**src/rtl/stk_pipe_mem_seq.sv**
```systemverilog
// Per-bank request sequencer for the stack line memory: drives the head/tail/data SRAMs
// in lock-step and returns tagged read data through a credit-managed response FIFO.
module stk_pipe_mem_seq #(
    parameter int LINE_W    = 10,
    parameter int DAT_W     = 128,
    parameter int TAG_W     = 4,
    parameter int RSP_DEPTH = 2
) (
    input  logic              clk,
    input  logic              arst,

    input  logic              i_cmd_vld,
    output logic              o_cmd_rdy,
    input  logic              i_cmd_wr,
    input  logic [2:0]        i_cmd_wen,
    input  logic [LINE_W-1:0] i_cmd_addr,
    input  logic [LINE_W-1:0] i_cmd_head,
    input  logic [LINE_W-1:0] i_cmd_tail,
    input  logic [DAT_W-1:0]  i_cmd_dat,
    input  logic [TAG_W-1:0]  i_cmd_tag,

    output logic              o_rsp_vld,
    input  logic              i_rsp_rdy,
    output logic [TAG_W-1:0]  o_rsp_tag,
    output logic [LINE_W-1:0] o_rsp_head,
    output logic [LINE_W-1:0] o_rsp_tail,
    output logic [DAT_W-1:0]  o_rsp_dat,

    output logic              o_head_ce,
    output logic              o_head_oe,
    output logic [LINE_W-1:0] o_head_addr,
    output logic [LINE_W-1:0] o_head_din,
    input  logic [LINE_W-1:0] i_head_dout,

    output logic              o_tail_ce,
    output logic              o_tail_oe,
    output logic [LINE_W-1:0] o_tail_addr,
    output logic [LINE_W-1:0] o_tail_din,
    input  logic [LINE_W-1:0] i_tail_dout,

    output logic              o_dat_ce,
    output logic              o_dat_oe,
    output logic [LINE_W-1:0] o_dat_addr,
    output logic [DAT_W-1:0]  o_dat_din,
    input  logic [DAT_W-1:0]  i_dat_dout,

    output logic              o_idle
);

    localparam int PTR_W = (RSP_DEPTH > 1) ? $clog2(RSP_DEPTH) : 1;
    localparam int CNT_W = $clog2(RSP_DEPTH + 1);
    localparam int ENT_W = TAG_W + 2 * LINE_W + DAT_W;

    logic [CNT_W-1:0] r_credits;
    logic [CNT_W-1:0] r_fifo_cnt;
    logic [PTR_W-1:0] r_wr_ptr;
    logic [PTR_W-1:0] r_rd_ptr;
    logic             r_inflight_p1;
    logic [TAG_W-1:0] r_tag_p1;
    logic [ENT_W-1:0] r_fifo_mem [RSP_DEPTH];

    logic             w_acc;
    logic             w_rd_acc;
    logic             w_wr_acc;
    logic             w_push;
    logic             w_pop;
    logic [2:0]       w_ce;
    logic [ENT_W-1:0] w_rsp_ent;

    function automatic logic [PTR_W-1:0] ptr_next(input logic [PTR_W-1:0] ptr);
        if (ptr == PTR_W'(RSP_DEPTH - 1))
            return '0;
        else
            return ptr + PTR_W'(1);
    endfunction

    // Stage 0: command accept and combinational SRAM drive
    assign o_cmd_rdy = (r_credits != '0);
    assign w_acc     = i_cmd_vld & o_cmd_rdy;
    assign w_rd_acc  = w_acc & ~i_cmd_wr;
    assign w_wr_acc  = w_acc & i_cmd_wr;

    always_comb begin
        w_ce = 3'b000;
        if (w_rd_acc)
            w_ce = 3'b111;
        else if (w_wr_acc)
            w_ce = i_cmd_wen;
    end

    // Address and write data are forced to 0 whenever the matching ce is low.
    assign o_head_ce   = w_ce[0];
    assign o_head_oe   = w_rd_acc;
    assign o_head_addr = w_ce[0] ? i_cmd_addr : '0;
    assign o_head_din  = (w_ce[0] & w_wr_acc) ? i_cmd_head : '0;

    assign o_tail_ce   = w_ce[1];
    assign o_tail_oe   = w_rd_acc;
    assign o_tail_addr = w_ce[1] ? i_cmd_addr : '0;
    assign o_tail_din  = (w_ce[1] & w_wr_acc) ? i_cmd_tail : '0;

    assign o_dat_ce    = w_ce[2];
    assign o_dat_oe    = w_rd_acc;
    assign o_dat_addr  = w_ce[2] ? i_cmd_addr : '0;
    assign o_dat_din   = (w_ce[2] & w_wr_acc) ? i_cmd_dat : '0;

    // Stage 1: SRAM data lands, pushed into the response FIFO
    assign w_push = r_inflight_p1;
    assign w_pop  = o_rsp_vld & i_rsp_rdy;

    always_ff @(posedge clk or posedge arst) begin
        if (arst) begin
            r_inflight_p1 <= 1'b0;
            r_credits     <= CNT_W'(RSP_DEPTH);
            r_fifo_cnt    <= '0;
            r_wr_ptr      <= '0;
            r_rd_ptr      <= '0;
        end else begin
            r_inflight_p1 <= w_rd_acc;
            r_credits     <= r_credits + CNT_W'(w_pop) - CNT_W'(w_rd_acc);
            r_fifo_cnt    <= r_fifo_cnt + CNT_W'(w_push) - CNT_W'(w_pop);
            if (w_push)
                r_wr_ptr <= ptr_next(r_wr_ptr);
            if (w_pop)
                r_rd_ptr <= ptr_next(r_rd_ptr);
        end
    end

    // Credits bound the number of outstanding reads, so a push never finds the FIFO full.
    always_ff @(posedge clk) begin
        if (w_rd_acc)
            r_tag_p1 <= i_cmd_tag;
        if (w_push)
            r_fifo_mem[r_wr_ptr] <= {r_tag_p1, i_head_dout, i_tail_dout, i_dat_dout};
    end

    // Stage 2: FIFO head presented; payload masked to 0 while empty
    assign o_rsp_vld = (r_fifo_cnt != '0);
    assign w_rsp_ent = o_rsp_vld ? r_fifo_mem[r_rd_ptr] : '0;

    assign o_rsp_tag  = w_rsp_ent[ENT_W-1 -: TAG_W];
    assign o_rsp_head = w_rsp_ent[2*LINE_W+DAT_W-1 -: LINE_W];
    assign o_rsp_tail = w_rsp_ent[LINE_W+DAT_W-1 -: LINE_W];
    assign o_rsp_dat  = w_rsp_ent[DAT_W-1:0];

    assign o_idle = ~r_inflight_p1 & (r_fifo_cnt == '0);

endmodule

```
**config.mk**
```make
export PLATFORM = sky130hd
export DESIGN_NAME = stk_pipe_mem_seq
export DESIGN_NICKNAME = d
export VERILOG_FILES = /design/src/rtl/stk_pipe_mem_seq.sv
export SDC_FILE = /design/constraint.sdc
export NUM_CORES = 1
export LEC_CHECK = 0
export ABC_AREA = 1
export CORE_AREA = 2 2 256 258
export DETAILED_ROUTE_END_ITERATION = 12
export DIE_AREA = 0 0 258 260
export PLACE_DENSITY = 0.5
export SETUP_SLACK_MARGIN = 0.15
export SYNTH_ARGS = -nofsm -noshare
export SYNTH_HDL_FRONTEND = slang
export SYNTH_SLANG_ARGS = --single-unit
```
**constraint.sdc**
```tcl
create_clock -name clk -period 12.54 [get_ports clk]
set_input_delay 3.135 -clock clk [delete_from_list [all_inputs] [get_ports clk]]
set_output_delay 3.135 -clock clk [all_outputs]
set_load 0.02 [all_outputs]
```
==> results of run 1 <==
[stage by stage]
| stage | cells | total power, W | hold slack, ns | util (%) | instance area, sq um |
|---|---|---|---|---|---|
| CTS | 2742 | 0.004563 | 0.4456 | 35.11 | 22510 |
| detailed placement | 2681 | 0.003524 | 0.4338 | 33.38 | 21400 |
| global route | 2743 | 0.004697 | 0.4615 | 35.11 | 22510 |
| finish | 2752 | 0.004451 | 0.4459 | 35.15 | 22530 |
| global placement | 2681 | 0.003524 | 0.4247 | 33.38 | 21400 |
| floorplan | 1227 | 0.002449 | 0.4215 | - | 14150 |
[power by group]
part | internal [W] | switching, W | leakage, nW
Clock | 0.000589 | 0.000413 | 0.541
Sequential | 0.00131 | 0.0000538 | 2.89
Combinational | 0.000807 | 0.00128 | 4.87
Total | 0.00271 | 0.00174 | 8.31
[registers in the layout, summed over array words and instances (netlist names)]
register,count
r_tag_p1,4
r_inflight_p1,1
r_fifo_cnt,2
r_fifo_mem,304
r_credits,2
r_wr_ptr,1
r_rd_ptr,1
[cells by family (layout without fill, tap and decap cells)]
kind of cell	count (synthesis)	in the layout	synth area share (%)
fa+ha+maj	4	4	0.3536
compound gates	155	155	5.480
other cells	0	10	0
simple gates	503	503	19.01
flops	315	315	66.59
xor+xnor	5	5	0.3094
buf+inv	245	905	8.256
[layer usage]
layer / track usage [%] / vias up / share of wire [%]
li1: - / 5242 / -
met1: 15.84 / 5233 / 32
met3: 7.437 / 90 / 9.8
met5: 0 / - / 0.18
met2: 32.53 / 440 / 54
met4: 6.824 / 16 / 4.3
[worst max-delay path by stage]
stage,slack [ns],to,cells past startpoint
6_report,3.44,o_dat_din[125],5
5_1_grt,3.32,o_dat_din[125],5
4_1_cts,3.45,o_dat_din[125],5
3_5_place_dp,3.45,o_dat_din[125],5
3_3_place_gp,3.50,o_dat_din[125],5
2_1_floorplan,5.10,r_fifo_mem[0][0],2
[cells in the mapped netlist, drive strengths merged]
cell type  count
clkbuf        16
buf           52
nand4          3
dfstp          1
inv          177
edfxtp       308
o21ai          3
a21oi        152
nand2        316
nor2         184
ha             4
xor2           3
dfrtp          6
xnor2          2
[final cells by class]
type,instances,area (sq um)
Inverter,177,674.4
Tap cell,855,1070
Sequential cell,315,9429
Timing Repair Buffer,667,6661
Clock inverter,13,128.9
Antenna cell,10,25.02
Clock buffer,48,977.2
Multi-Input combinational cell,667,3568
Fill cell,6340,41580
[critical path, stage by stage]
cell and delay [ns]:
clkdlybuf4s50_1 0.60, nand4_4 0.70, buf_12 0.58, nor2_1 0.20
clkdlybuf4s50_1 0.62
==> impl_metrics.csv, run 1 <==
group,metric,value,unit
global_route,grt_usage,17.08,%
drt,drtIter0Drc,501,
timing,max_freq,0.1098,GHz
global_route,grt_start_max_net_pins,96,
logic_synthesis,yosysWarnings,0,
die,die_width,258,microns
drt,final_antenna_net_count,0,
placed_design,dp_hpwl,44520,microns
timing,finalSetupViolCount,0,
placed_design,io_buffers,656,
timing,relSlewSlack,31.43,%
clocking,h-tree-depth,2,
clocking,clock_path_buffers,3,
timing,tightestPinTransition,1.028,ns
clocking,cts_hold_buf,0,
clocking,post_cts_buffers,0,
clocking,post_cts_resized,0,
timing,hold_violations,0,
worst_hold_path,min_path_type,"reg -> reg",
worst_hold_path,min-delay-start,"r_tag_p1[0]",
placed_design,dp_slack,3.447,ns
flow_run,maxCapViolations,0,
worst_hold_path,holdPathStages,0,
timing,clock_skew,0.02189,ns
worst_setup_path,crit_start,"i_cmd_wr",
clocking,cts_made_buffers,36,
logic_synthesis,yosysTopAreaCell,"edfxtp_1",
global_route,overflow,0,
logic_synthesis,yosysSeqAreaShare,66.59,%
drt,drc,0,
global_route,antenna_found_initial,17,
drt,viasPerCell,4.005,
finish,finalNetCount,2186,
pwr,power_density,197.5,mW/mm^2
die,die_h,260,microns
clocking,cts_tree,"done",
die,rows,93,
pwr,vdd_drop_max,0.0001244,V
worst_setup_path,reg2reg_depth,3,
global_route,grt_pass1_wl,82210,microns
worst_hold_path,holdPathEnd,"r_fifo_mem[0][148]",
worst_setup_path,ff2ff_setup_slack,9.88,ns
drt,wl_per_cell,21.65,microns
worst_setup_path,cp-start-kind,"input port",
run_status,status,"complete, no violations",
die,start_util,22.08,%
worst_setup_path,critical_path_required,9.40,ns
die,core,0.06412,sq mm
worst_setup_path,crit_path_max_fanout,80,
clocking,clock-sinks,315,
logic_synthesis,syn_avg_cell_area,11.54,sq um
timing,fin_crit,9.104,ns
timing,fin_tns_setup,0,ns
clocking,clk_pin_slew,0.06,ns
drt,vias,11020,
logic_synthesis,synth_area,0.01415,sq mm
worst_setup_path,r2r-start,"r_inflight_p1",
finish,syn_to_final_growth,59.20,%
finish,layout_commonest_cell,"clkdlybuf4s50_1",
timing,min_period_over_period,72.60,%
timing,final_max_slew_viol_count,0,
logic_synthesis,synth_top_area_share,65.34,%
finish,drive_gt1_share,9.062,%
logic_synthesis,synth_seq_cells,315,
worst_setup_path,end_kind,"output port",
worst_setup_path,arrival,5.97,ns
worst_setup_path,regToRegEndpoint,"r_fifo_mem[0][129]",
timing,setup_ws,3.436,ns
placed_design,place_congestion,0.9819,
finish,final_cell_mix,"clkdlybuf4s50_1, nand2_1, edfxtp_1",
drt,drtPass1Iterations,4,
drt,wl,59580,microns
logic_synthesis,synthTopCellsByArea,"edfxtp_1, nand2_1, nor2_4",
pwr,power.leakage,8.306,nW
clocking,clk_latency,0.53,ns
logic_synthesis,yosysUniqueCellTypes,24,
worst_setup_path,worst-setup-path-type,"in -> out",
global_route,grt_pass1_vias,11190,
die,dieArea,0.06708,sq mm
logic_synthesis,syn_nets,1549,
logic_synthesis,synth_cells,1227,
die,num_io_pins,657,
timing,rsz0062_at_grt,"no",
clocking,cts_root_buf,"clkbuf_16",
Power figures use the tool's default switching activity.
==> run 2, diff against run 1 <==
Settings changed: CORE_AREA 2 2 256 258 to 2 2 255 257, DIE_AREA 0 0 258 260 to 0 0 257 259, PLACE_DENSITY 0.5 to 0.52.
Clock period 12.54 ns to 8.1 ns, I/O delays scaled along.
==> run 2 against run 1 <==
- sequential share of layout area down 0.28 points
- core utilization grew 0.37 points
- via count down 0.31%
- largest cell class unchanged
- worst setup slack worse by 2.0 ns
- die area is 0.77% lower
- flip-flop and latch count stayed put
==> impl_metrics.csv, run 2 (synthesized netlist as in run 1, its figures left out) <==
group,metric,value,unit
finish,drive_gt1_share,9.499,%
timing,min_period_over_period,82.45,%
finish,stdcell_area,0.02269,sq mm
worst_setup_path,end_kind,"output port",
worst_setup_path,arrival,4.65,ns
drt,final_antenna_net_count,0,
global_route,antenna_found_initial,14,
die,start_util,22.16,%
clocking,cts_hold_buf,0,
finish,final_cell_mix,"clkdlybuf4s50_1, nand2_1, edfxtp_1",
finish,top_regs,"r_fifo_mem (304), r_tag_p1 (4)",
placed_design,io_buffers,656,
worst_setup_path,slowest_stage,"clkdlybuf4s50_1",
timing,max_freq,0.1497,GHz
drt,vias,10990,
drt,drc,0,
timing,rsz0062_at_grt,"no",
drt,wl,52420,microns
global_route,overflow,0,
clocking,cts_tree,"done",
die,rows,93,
clocking,h-tree-depth,2,
clocking,post_cts_buffers,0,
clocking,clock_path_buffers,3,
global_route,grt_pass1_vias,11240,
clocking,cts_made_buffers,38,
global_route,grt_start_max_net_pins,93,
drt,drtIter0Drc,480,
worst_setup_path,critPathTopFamily,"buffers and inverters",
worst_hold_path,min_path_type,"reg -> reg",
worst_setup_path,slowest_delay,0.66,ns
placed_design,placed_area,0.02148,sq mm
drt,viasPerCell,3.989,
timing,finalSetupViolCount,0,
timing,hold_violations,0,
clocking,clock-sinks,315,
clocking,cts_root_buf,"clkbuf_16",
die,die_h,259,microns
finish,finalNetCount,2195,
die,dieArea,0.06656,sq mm
die,die_width,257,microns
clocking,clk_pin_slew,0.06,ns
worst_setup_path,worst-setup-path-type,"in -> out",
finish,stdcell_count,2754,
die,core,0.06388,sq mm
global_route,grt_pass1_wl,74460,microns
global_route,grt_usage,15.06,%
worst_setup_path,crit_path_max_fanout,17,
pwr,power_density,310.1,mW/mm^2
drt,drtPass1Iterations,5,
run_status,status,"complete, no violations",
worst_setup_path,ff2ff_setup_slack,5.54,ns
worst_setup_path,worst-path-buf-inv,4,
worst_setup_path,crit_path_cell_trace,"clkdlybuf4s50_1 -> nand4_4 -> buf_4 -> buf_4 -> nor2_4 -> clkdlybuf4s50_1",
timing,fin_crit,6.679,ns
timing,final_max_slew_viol_count,0,
clocking,post_cts_resized,0,
worst_setup_path,critical_path_required,6.08,ns
finish,layout_commonest_cell,"clkdlybuf4s50_1",
pwr,power.leakage,8.388,nW
clocking,clk_latency,0.55,ns
flow_run,maxCapViolations,0,
finish,largest_register_ffs,304,
timing,clock_skew,0.009834,ns
placed_design,dp.cells,2688,
drt,wl_per_cell,19.04,microns
finish,regMostFlops,"r_fifo_mem",
finish,syn_to_final_growth,60.28,%
timing,tightestPinTransition,1.093,ns
pwr,vdd_drop_max,0.0002159,V
placed_design,place_congestion,0.9551,
worst_setup_path,cp-start-kind,"input port",
timing,relSlewSlack,27.17,%
die,num_io_pins,657,
placed_design,dp_hpwl,37760,microns
timing,fin_tns_setup,0,ns
-- run 2: cell types whose count changed in the layout (fill, tap and decap cells not counted), moves of 2 or more --
cell / previous run / this run
clkinv_2: 6 / 4
buf_12: 1 / 3
buf_4: 10 / 15
diode_2: 10 / 4
bufinv_16: 2 / 4
-- run 2: where the power goes --
part           total (W)  switching [W]  internal [W]
logic            0.00321        0.00195       0.00126
clock network    0.00167       0.000681      0.000992
registers        0.00215       0.000121       0.00203
-- run 2: worst register-to-register path, stage by stage (launching register included) --
cell and delay (ns):
dfrtp_1 0.45, nand2_1 0.15, inv_6 0.69, buf_4 0.88
-- run 2: stage by stage --
step | hold WS, ns | power, W | worst slack, ns | utilization, %
final | 0.4427 | 0.007036 | 1.421 | 35.52
after global routing | 0.4597 | 0.007399 | 1.267 | 35.50
after CTS | 0.4511 | 0.007209 | 1.367 | 35.50
after detailed placement | 0.4370 | 0.005484 | 1.371 | 33.62
after global placement | 0.4273 | 0.005475 | 1.396 | 33.62
after floorplan | 0.4215 | 0.003791 | 0.6581 | -
-- run 2: metal layers --
| layer | global-route usage [%] | part of all wire, % |
|---|---|---|
| met1 | 15.05 | 35 |
| met2 | 28.44 | 53 |
| met3 | 5.829 | 9.2 |
| met4 | 4.910 | 3.1 |
| met5 | 0 | 0.21 |
-- run 2: final timing paths --
path                               start                 end  cells past startpoint
max                             i_cmd_wr       o_dat_din[94]                      6
min                          r_tag_p1[3]  r_fifo_mem[0][151]                      0
max reg2reg                r_inflight_p1  r_fifo_mem[1][102]                      3
min reg2reg                  r_tag_p1[3]  r_fifo_mem[0][151]                      0
max in group asynchronous           arst        r_credits[1]                      2
min in group asynchronous           arst        r_credits[0]                      2
-- run 2: layout make-up --
type / instances / area (sq um)
clock buffer: 47 / 984.7
multi-input combinational: 667 / 3568
tap: 855 / 1070
sequential: 315 / 9429
timing repair buffer: 674 / 6739
antenna: 4 / 10.01
fill: 6203 / 41190
clock inverter: 15 / 215.2
inverter: 177 / 671.9
==> run 3, diff against run 2 <==
Settings changed: CORE_AREA 2 2 255 257 to 2 2 258 260, DIE_AREA 0 0 257 259 to 0 0 260 262, PLACE_DENSITY 0.52 to 0.5.
Clock period 8.1 ns to 6.2 ns, I/O delays scaled along.
==> run 3 against run 2 <==
- die area is 2.3% higher
- via count is 0.38% lower
- first-iteration DRC count is 2.5% higher
- core utilization is 0.77 points lower
- non-clock buffer count is 1 lower
- register-to-register slack worse by 1.8 ns
- flip-flop and latch count stayed put
- worst hold slack better by 0.0056 ns
- highest routed layer unchanged
==> impl_metrics.csv, run 3 (synthesized netlist as in run 1, its figures left out) <==
group,metric,value,unit
die,die_h,262,microns
placed_design,io_buffers,656,
finish,finalNetCount,2194,
die,rows,94,
drt,drtIter0Drc,492,
timing,relSlewSlack,29.25,%
clocking,post_cts_resized,0,
drt,viasPerCell,3.953,
timing,final_max_slew_viol_count,0,
finish,layout_commonest_cell,"clkdlybuf4s50_1",
finish,syn_to_final_growth,60.24,%
drt,drc,0,
timing,fin_crit,5.355,ns
die,die_width,260,microns
global_route,grt_pass1_vias,11100,
timing,fin_tns_setup,0,ns
pwr,vdd_drop_max,0.0002974,V
clocking,clock-sinks,315,
timing,hold_violations,0,
clocking,cts_made_buffers,38,
global_route,grt_start_max_net_pins,148,
die,start_util,21.68,%
timing,clock_skew,0.01539,ns
finish,top_regs,"r_fifo_mem (304), r_tag_p1 (4)",
clocking,cts_root_buf,"clkbuf_16",
finish,largest_register_ffs,304,
clocking,clk_pin_slew,0.06,ns
global_route,overflow,0,
global_route,grt_pass1_wl,72930,microns
worst_hold_path,min_path_type,"reg -> reg",
timing,min_period_over_period,86.36,%
placed_design,placed_area,0.02153,sq mm
clocking,h-tree-depth,2,
worst_setup_path,cp-start-kind,"input port",
timing,max_freq,0.1868,GHz
timing,finalSetupViolCount,0,
run_status,status,"complete, no violations",
worst_hold_path,min-delay-start,"r_tag_p1[0]",
pwr,power.leakage,8.373,nW
die,num_io_pins,657,
finish,regMostFlops,"r_fifo_mem",
placed_design,place_congestion,0.8089,
worst_setup_path,crit_path_max_fanout,59,
timing,rsz0062_at_grt,"no",
finish,multiInputGateArea,0.003568,sq mm
clocking,cts_hold_buf,0,
drt,final_antenna_net_count,0,
drt,vias,10950,
worst_setup_path,end_kind,"output port",
placed_design,dp_hpwl,36960,microns
finish,stdcell_area,0.02268,sq mm
clocking,clk_latency,0.56,ns
finish,final_cell_mix,"clkdlybuf4s50_1, nand2_1, edfxtp_1",
pwr,power_density,399.3,mW/mm^2
drt,wl,52040,microns
drt,wl_per_cell,18.79,microns
die,dieArea,0.06812,sq mm
worst_setup_path,arrival,3.80,ns
clocking,post_cts_buffers,0,
worst_setup_path,critical_path_required,4.65,ns
die,core,0.06528,sq mm
worst_setup_path,r2r-start,"r_inflight_p1",
finish,nFillCells,6412,
finish,drive_gt1_share,9.484,%
flow_run,maxCapViolations,0,
finish,ff_latch_area,0.009429,sq mm
clocking,clock_path_buffers,3,
worst_setup_path,crit_start,"i_cmd_wr",
timing,tightestPinTransition,1.061,ns
worst_setup_path,worst-setup-path-type,"in -> out",
drt,drtPass1Iterations,4,
global_route,grt_usage,14.44,%
clocking,cts_tree,"done",
global_route,antenna_found_initial,24,
[run 3: area by class of cell]
cell class / count / area share, %
Timing Repair Buffer: 673 / 29.90
Sequential cell: 315 / 41.57
Antenna cell: 7 / 0.07723
Tap cell: 864 / 4.766
Multi-Input combinational cell: 667 / 15.73
Clock buffer: 44 / 4.385
Clock inverter: 22 / 0.6068
Inverter: 177 / 2.962
[run 3: path summary, 6_finish.rpt]
| check | slack, ns | cells past startpoint | end |
|---|---|---|---|
| worst max-delay path | 0.85 | 5 | o_dat_din[111] |
| worst min-delay path | 0.45 | 0 | r_fifo_mem[1][148] |
| worst max register to register | 3.71 | 3 | r_fifo_mem[1][24] |
| worst min register to register | 0.45 | 0 | r_fifo_mem[1][148] |
| max in group asynchronous | 4.63 | 2 | r_credits[1] |
| min in group asynchronous | 1.28 | 2 | r_wr_ptr |
[run 3: critical path, cell delays in order]
cell,delay (ns)
clkdlybuf4s50_1,0.60
nand4_4,0.37
buf_12,0.35
nor2_1,0.20
clkdlybuf4s50_1,0.63
[run 3: power by group]
group          total (W)  switching (W)  internal (W)
logic            0.00421        0.00256       0.00165
registers        0.00277       0.000121       0.00265
clock network    0.00207       0.000885       0.00119
total            0.00906        0.00356       0.00549
[run 3: per-stage QoR]
stage / worst slack [ns] / hold slack [ns] / power (W) / std cells / utilization (%)
after floorplan: 1.357 / 0.4215 / 0.004939 / 1227 / -
after global placement: 0.9206 / 0.4227 / 0.007116 / 2696 / 32.99
after detailed placement: 0.8383 / 0.4363 / 0.007112 / 2696 / 32.99
after CTS: 0.8405 / 0.4433 / 0.009252 / 2762 / 34.72
after global routing: 0.7562 / 0.4478 / 0.009541 / 2764 / 34.73
final: 0.8454 / 0.4483 / 0.009056 / 2769 / 34.75
[run 3: metal layers]
layer	global-route usage [%]	routed length [microns]	vias to the layer above
met5	0	201	-
met4	4.262	1262	34
met3	6.925	5528	107
met2	26.03	26670	414
met1	14.77	18380	5131
li1	-	-	5259
